<file path="config.mk">
export PLATFORM = sky130hd
export DESIGN_NAME = turn_timer_flat
export DESIGN_NICKNAME = d
export VERILOG_FILES = /design/src/rtl/game_pkg.sv /design/src/rtl/turn_timer_if.sv /design/src/rtl/tick_prescaler.sv /design/src/rtl/turn_timer.sv /design/src/flat_wrapper.sv
export SDC_FILE = /design/constraint.sdc
export NUM_CORES = 1
export LEC_CHECK = 0
export BUFFER_PORTS_ARGS = -buffer_cell sky130_fd_sc_hd__buf_2
export CAP_MARGIN = 20
export CORE_ASPECT_RATIO = 0.9
export CORE_MARGIN = 3
export CORE_UTILIZATION = 60
export CTS_BUF_LIST = sky130_fd_sc_hd__clkbuf_8
export CTS_CLUSTER_DIAMETER = 120
export DETAILED_ROUTE_END_ITERATION = 10
export PLACE_DENSITY_LB_ADDON = 0.15
export SYNTH_ARGS = -nofsm -noshare
export SYNTH_HDL_FRONTEND = slang
export SYNTH_SLANG_ARGS = --single-unit
</file>
<file path="constraint.sdc">
create_clock -name clk50MHz -period 6.65 [get_ports clk50MHz]
set_input_delay 1.33 -clock clk50MHz [delete_from_list [all_inputs] [get_ports clk50MHz]]
set_output_delay 1.33 -clock clk50MHz [all_outputs]
set_load 0.02 [all_outputs]
</file>
<file path="src/rtl/game_pkg.sv">
// rtl/game_pkg.sv - shared turn-timer types, widths and BCD helper
package game_pkg;

    typedef enum logic [1:0] {
        ST_IDLE,
        ST_RUN,
        ST_PAUSED,
        ST_EXPIRED
    } turn_state_t;

    localparam int SEC_W                = 5;
    localparam int DEFAULT_TURN_SECONDS = 15;

    // Seconds never exceed 31, so three compare/subtract steps of ten cover the range.
    function automatic logic [7:0] sec_to_bcd(input logic [SEC_W-1:0] s);
        logic [SEC_W-1:0] r;
        logic [3:0]       t;
        r = s;
        t = 4'd0;
        for (int i = 0; i < 3; i++) begin
            if (r >= SEC_W'(10)) begin
                r = r - SEC_W'(10);
                t = t + 4'd1;
            end
        end
        return {t, r[3:0]};
    endfunction

endpackage

</file>
<file path="src/rtl/turn_timer_if.sv">
// rtl/turn_timer_if.sv - control pulses in, countdown status out
interface turn_timer_if;
    import game_pkg::*;

    logic             start;
    logic             halt;
    logic             pause;
    logic             turn_end;
    logic             keep_turn;
    logic [SEC_W-1:0] segundo;
    logic [3:0]       decena;
    logic [3:0]       unidad;
    logic             player;
    logic             timeout;
    logic             tick_1hz;
    logic             running;

    modport master (
        output start, halt, pause, turn_end, keep_turn,
        input  segundo, decena, unidad, player, timeout, tick_1hz, running
    );

    modport slave (
        input  start, halt, pause, turn_end, keep_turn,
        output segundo, decena, unidad, player, timeout, tick_1hz, running
    );

endinterface

</file>
<file path="src/rtl/tick_prescaler.sv">
// rtl/tick_prescaler.sv - 0..CLK_HZ-1 cycle counter flagging the last cycle of each second
module tick_prescaler #(
    parameter int CLK_HZ = 50_000_000
) (
    input  logic clk,
    input  logic rst,
    input  logic en_i,
    input  logic clr_i,
    output logic tick_o
);

    localparam int              CNT_W = (CLK_HZ > 1) ? $clog2(CLK_HZ) : 1;
    localparam logic [CNT_W-1:0] MAX  = CNT_W'(CLK_HZ - 1);

    logic [CNT_W-1:0] count_q;
    logic [CNT_W-1:0] count_d;

    always_comb begin
        count_d = count_q;
        if (clr_i) begin
            count_d = '0;
        end else if (en_i) begin
            count_d = (count_q == MAX) ? '0 : count_q + 1'b1;
        end
    end

    always_ff @(posedge clk or negedge rst) begin
        if (!rst) begin
            count_q <= '0;
        end else begin
            count_q <= count_d;
        end
    end

    // Raw tick; the owner decides whether a higher-priority event swallows it.
    assign tick_o = en_i && (count_q == MAX);

endmodule

</file>
<file path="src/rtl/turn_timer.sv">
// rtl/turn_timer.sv - per-turn countdown with pause, halt, expiry and player hand-over
module turn_timer
    import game_pkg::*;
#(
    parameter int CLK_HZ       = 50_000_000,
    parameter int TURN_SECONDS = DEFAULT_TURN_SECONDS
) (
    input  logic       clk50MHz,
    input  logic       rst,
    turn_timer_if.slave bus
);

    localparam logic [SEC_W-1:0] TS_V   = SEC_W'(TURN_SECONDS);
    localparam logic [7:0]       TS_BCD = sec_to_bcd(TS_V);

    turn_state_t      state_q, state_d;
    logic [SEC_W-1:0] seg_q, seg_d;
    logic [3:0]       dec_q, uni_q;
    logic [7:0]       bcd_d;
    logic             player_q, player_d;
    logic             timeout_q, timeout_d;
    logic             tick_q, tick_d;
    logic             running_q;
    logic             presc_en, presc_clr, presc_tick;

    assign presc_en = (state_q == ST_RUN) && !bus.halt;

    tick_prescaler #(.CLK_HZ(CLK_HZ)) u_presc (
        .clk    (clk50MHz),
        .rst    (rst),
        .en_i   (presc_en),
        .clr_i  (presc_clr),
        .tick_o (presc_tick)
    );

    // Events are strictly prioritised; a turn reload swallows a coincident tick.
    always_comb begin
        state_d   = state_q;
        seg_d     = seg_q;
        player_d  = player_q;
        timeout_d = 1'b0;
        tick_d    = 1'b0;
        presc_clr = 1'b0;
        if (bus.halt) begin
            state_d = ST_IDLE;
        end else if (bus.start) begin
            seg_d     = TS_V;
            presc_clr = 1'b1;
            state_d   = bus.pause ? ST_PAUSED : ST_RUN;
        end else if ((state_q != ST_IDLE) && (bus.turn_end || bus.keep_turn)) begin
            seg_d     = TS_V;
            presc_clr = 1'b1;
            if (bus.turn_end) begin
                player_d = ~player_q;
            end
            if (state_q == ST_EXPIRED) begin
                state_d = ST_RUN;
            end
        end else if (state_q == ST_EXPIRED) begin
            seg_d     = TS_V;
            presc_clr = 1'b1;
            state_d   = ST_RUN;
        end else if (presc_tick) begin
            tick_d = 1'b1;
            if (seg_q <= SEC_W'(1)) begin
                seg_d     = '0;
                timeout_d = 1'b1;
                player_d  = ~player_q;
                state_d   = ST_EXPIRED;
            end else begin
                seg_d = seg_q - 1'b1;
            end
        end else if ((state_q == ST_RUN) && bus.pause) begin
            state_d = ST_PAUSED;
        end else if ((state_q == ST_PAUSED) && !bus.pause) begin
            state_d = ST_RUN;
        end
        bcd_d = sec_to_bcd(seg_d);
    end

    always_ff @(posedge clk50MHz or negedge rst) begin
        if (!rst) begin
            state_q   <= ST_IDLE;
            seg_q     <= TS_V;
            dec_q     <= TS_BCD[7:4];
            uni_q     <= TS_BCD[3:0];
            player_q  <= 1'b0;
            timeout_q <= 1'b0;
            tick_q    <= 1'b0;
            running_q <= 1'b0;
        end else begin
            state_q   <= state_d;
            seg_q     <= seg_d;
            dec_q     <= bcd_d[7:4];
            uni_q     <= bcd_d[3:0];
            player_q  <= player_d;
            timeout_q <= timeout_d;
            tick_q    <= tick_d;
            running_q <= (state_d == ST_RUN);
        end
    end

    assign bus.segundo  = seg_q;
    assign bus.decena   = dec_q;
    assign bus.unidad   = uni_q;
    assign bus.player   = player_q;
    assign bus.timeout  = timeout_q;
    assign bus.tick_1hz = tick_q;
    assign bus.running  = running_q;

endmodule

</file>
<file path="src/flat_wrapper.sv">
// flat-port wrapper written by rule: the top's interface ports become plain ports
module turn_timer_flat import game_pkg::*;
#(
    parameter int CLK_HZ       = 50_000_000,
    parameter int TURN_SECONDS = DEFAULT_TURN_SECONDS
)
  (clk50MHz, rst, bus_start, bus_halt, bus_pause, bus_turn_end, bus_keep_turn, bus_segundo, bus_decena, bus_unidad, bus_player, bus_timeout, bus_tick_1hz, bus_running);
  turn_timer_if bus_i ();
  input  logic clk50MHz;
  input  logic rst;
  input wire logic [$bits(bus_i.start)-1:0] bus_start;
  input wire logic [$bits(bus_i.halt)-1:0] bus_halt;
  input wire logic [$bits(bus_i.pause)-1:0] bus_pause;
  input wire logic [$bits(bus_i.turn_end)-1:0] bus_turn_end;
  input wire logic [$bits(bus_i.keep_turn)-1:0] bus_keep_turn;
  output wire logic [$bits(bus_i.segundo)-1:0] bus_segundo;
  output wire logic [$bits(bus_i.decena)-1:0] bus_decena;
  output wire logic [$bits(bus_i.unidad)-1:0] bus_unidad;
  output wire logic [$bits(bus_i.player)-1:0] bus_player;
  output wire logic [$bits(bus_i.timeout)-1:0] bus_timeout;
  output wire logic [$bits(bus_i.tick_1hz)-1:0] bus_tick_1hz;
  output wire logic [$bits(bus_i.running)-1:0] bus_running;
  assign bus_i.start = bus_start;
  assign bus_i.halt = bus_halt;
  assign bus_i.pause = bus_pause;
  assign bus_i.turn_end = bus_turn_end;
  assign bus_i.keep_turn = bus_keep_turn;
  assign bus_segundo = bus_i.segundo;
  assign bus_decena = bus_i.decena;
  assign bus_unidad = bus_i.unidad;
  assign bus_player = bus_i.player;
  assign bus_timeout = bus_i.timeout;
  assign bus_tick_1hz = bus_i.tick_1hz;
  assign bus_running = bus_i.running;
  turn_timer #(.CLK_HZ(CLK_HZ), .TURN_SECONDS(TURN_SECONDS)) u_core (.clk50MHz(clk50MHz), .rst(rst), .bus(bus_i));
endmodule
</file>
==> impl_metrics.tcl <==
set metrics [dict create \
    outcome "completed" \
    summed_instance_area_of_the_synthesized_netlist_um2 2880 \
    route.vias.total 2478 \
    core_rows 23 \
    grt_max_degree 44 \
    setup_tns_ns 0 \
    clock_skew_ns 0.00680 \
    ctsResizeCount 0 \
    detailed_route_iter0_violations 239 \
    final_hold_violation_count 0 \
    die_height_um 71.7 \
    dieArea_um2 5670 \
    final_period_minus_worst_setup_slack_ns 5.54 \
    drc 0 \
    synth_cell_types 70 \
    max_cap_viol_count 0 \
    power.leakage_nw 1.29 \
    tritoncts "yes" \
    most_instantiated_flip_flop_cell_in_the_synthesis_netlist "dfrtp_1" \
    drive_above_1_share 0.164 \
    synthArstFlopShare 1.00 \
    clkTransAtPathRegs_ns 0.08 \
    post_synth_main_area_contributors "dfrtp_1 32%, nor2_1 6.0%, dfstp_2 5.5%, o21ai_0 4.3%, ha_1 3.9%" \
    postRouteAntennaNets 0 \
    fmaxAchievable_mhz 181 \
    grt_antenna_before_repair 0 \
    vias_in_the_first_global_route 2281 \
    holdBufCountCts 0 \
    synthDominantAreaCellType "dfrtp_1" \
    worst_hold_path_type "flip-flop to flip-flop" \
    yosys.cell_count.top_type "nor2_1" \
    worst_pin_slew_ns 0.942 \
    place_congestion 0.940 \
    nNetsFinal 363 \
    p_total_w 0.000476 \
    final_max_slew_viol_count 0 \
    synth_warnings 0 \
    postSynthAreaPerCell_um2 8.62 \
    worst_hold_path.num_cells 1 \
    netlist_instances 334 \
    worst_skew_pair.late_latency_ns 0.30 \
    tritoncts.num_buffers 5 \
    setup.worst_path.start_class "primary input" \
    postCtsSetupBuffers 0 \
    synthDominantCellAreaShare 0.321 \
    cts_sinks 43 \
    grt_first_pass_wirelength_um 10700 \
    routedWlPerCell_um 15.3 \
    grt_overflow 0 \
    worstRegToRegCells 21 \
    design.portCount 24 \
    grt_setup_unrepaired "false" \
    register_area_um2 1080 \
    worst-endpoint-arrival_ns 5.71 \
    multi_input_area_um2 1600 \
    ys_ff_latch 43 \
    insertedDiodeCount 0 \
    slew_headroom 0.372 \
    required_ns 6.83 \
    power.density_nw_per_um2 156 \
    detailedPlacementHpwl_um 4490 \
    numPlacedInstances 402 \
    dpl_worst_slack_ns 0.872 \
    final.hold.worst_slack_ns 0.470 \
    grt.total_usage 0.238 \
    crit_fanout 14 \
    max-vdd-ir-drop_mv 0.123 \
    ctsRootBufferMaster "clkbuf_8" \
    cts-root-to-sink-buffers 2 \
    synth-edff-count 0 \
    synth_top_cells_by_count "46 x nor2_1, 37 x dfrtp_1, 28 x nand2_1" \
    chip_width_um 79.0 \
    num-fill-cells 401 \
    floorplan.core_area_um2 4550 \
    layoutNonFillerInstCount 409 \
    syn_nets 350 \
    setup_viol 0 \
    port_buffers 22 \
    setup_slack_ns 1.11 \
    routed_wirelength_um 6250 \
    initial_utilization 0.633 \
    vias_per_cell 6.06 \
    seq_area_frac_synth 0.376 \
    worstSetupEndpointType "flip-flop" \
    synthToLayoutAreaGrowth_pct 5.95 \
    setup.worst_path.class "primary input to flip-flop" \
    htree_levels 2 \
    firstDrtPassIters 5 \
    post-route-period-util 0.832 \
]
==> through the flow <==
stage | utilization | cell area, um^2
2_1_floorplan | - | 2880
3_3_place_gp | 0.652 | 2960
3_5_place_dp | 0.652 | 2960
4_1_cts | 0.671 | 3050
5_1_grt | 0.671 | 3050
6_report | 0.671 | 3050
==> critical path: stages <==
cell,delay (ns)
buf_2,0.17
nor3b_1,0.21
buf_4,0.22
nand2_1,0.10
or4_1,0.53
mux2i_1,0.42
ha_1,0.26
and3_2,0.20
nor2_1,0.05
o211ai_1,0.13
o21ai_0,0.20
ha_1,0.28
inv_1,0.07
a31oi_1,0.05
a211o_1,0.35
o21ai_4,0.13
nand2_1,0.09
o21a_1,0.13
ha_1,0.22
o2bb2ai_2,0.20
a21oi_4,0.08
mux2_1,0.30
==> metal layers <==
metal | vias up | global-route usage | share of wire | routed length (um)
met3 | 14 | 0.0427 | 0.064 | 399
met5 | - | 0 | 0 | 0
met1 | 1169 | 0.346 | 0.48 | 3000
li1 | 1209 | - | - | -
met2 | 86 | 0.357 | 0.44 | 2750
met4 | 0 | 0.0840 | 0.015 | 96
==> area by class of cell <==
class	count	area share
well taps	62	0.0254
multi-input cells	256	0.525
repair buffers	23	0.0385
inverters	18	0.0271
flip-flops and latches	43	0.355
clock inverters	1	0.00164
clock buffers	6	0.0271
==> sequential cells by signal, summed over array words and instances (netlist names) <==
signal / cells
u_core.bus.segundo: 5
u_core.bus.unidad: 3
u_core.bus.player: 1
u_core.bus.timeout: 1
u_core.bus.tick_1hz: 1
u_core.bus.decena: 3
u_core.bus.running: 1
u_core.state_q: 2
u_core.u_presc.count_q: 26
==> power breakdown <==
part,switching [W],internal [W]
clock,0.0000846,0.0000815
sequential,0.00000410,0.000266
combinational,0.0000280,0.0000119
total,0.000117,0.000359
==> worst paths after layout <==
kind | start | to | slack, ns
max | bus_halt | u_core.bus.unidad[1] | 1.11
min | u_core.bus.player | u_core.bus.player | 0.47
max reg2reg | u_core.u_presc.count_q[9] | u_core.bus.unidad[1] | 1.43
min reg2reg | u_core.bus.player | u_core.bus.player | 0.47
max in group asynchronous | rst | u_core.bus.unidad[1] | 4.88
min in group asynchronous | rst | u_core.bus.player | 1.17
==> cell usage in the layout (no fill, tap or decap), types with 7 or more instances in the layout <==
master and n:
nand3_1 17, nand2_1 28, nor3_1 12, o21ai_0 25
a21oi_1 11, a31oi_1 7, nand4_1 9, dfrtp_1 37
buf_2 22, ha_1 9, nor2_1 46, xnor2_1 9
inv_1 15
==> cells by family (layout without fill, tap and decap cells) <==
logic type / Yosys count / in the layout / share of synthesized area
AO/OA/AOI/OAI: 76 / 76 / 0.183
XOR/XNOR: 15 / 15 / 0.0456
adder cells (fa/ha/maj): 10 / 10 / 0.0426
buffers and inverters: 35 / 48 / 0.0673
flip-flops: 43 / 43 / 0.376
multiplexers: 7 / 7 / 0.0252
other: 1 / 1 / 0.00130
AND/OR/NAND/NOR: 147 / 147 / 0.258
(Power assumes the default switching activity.)
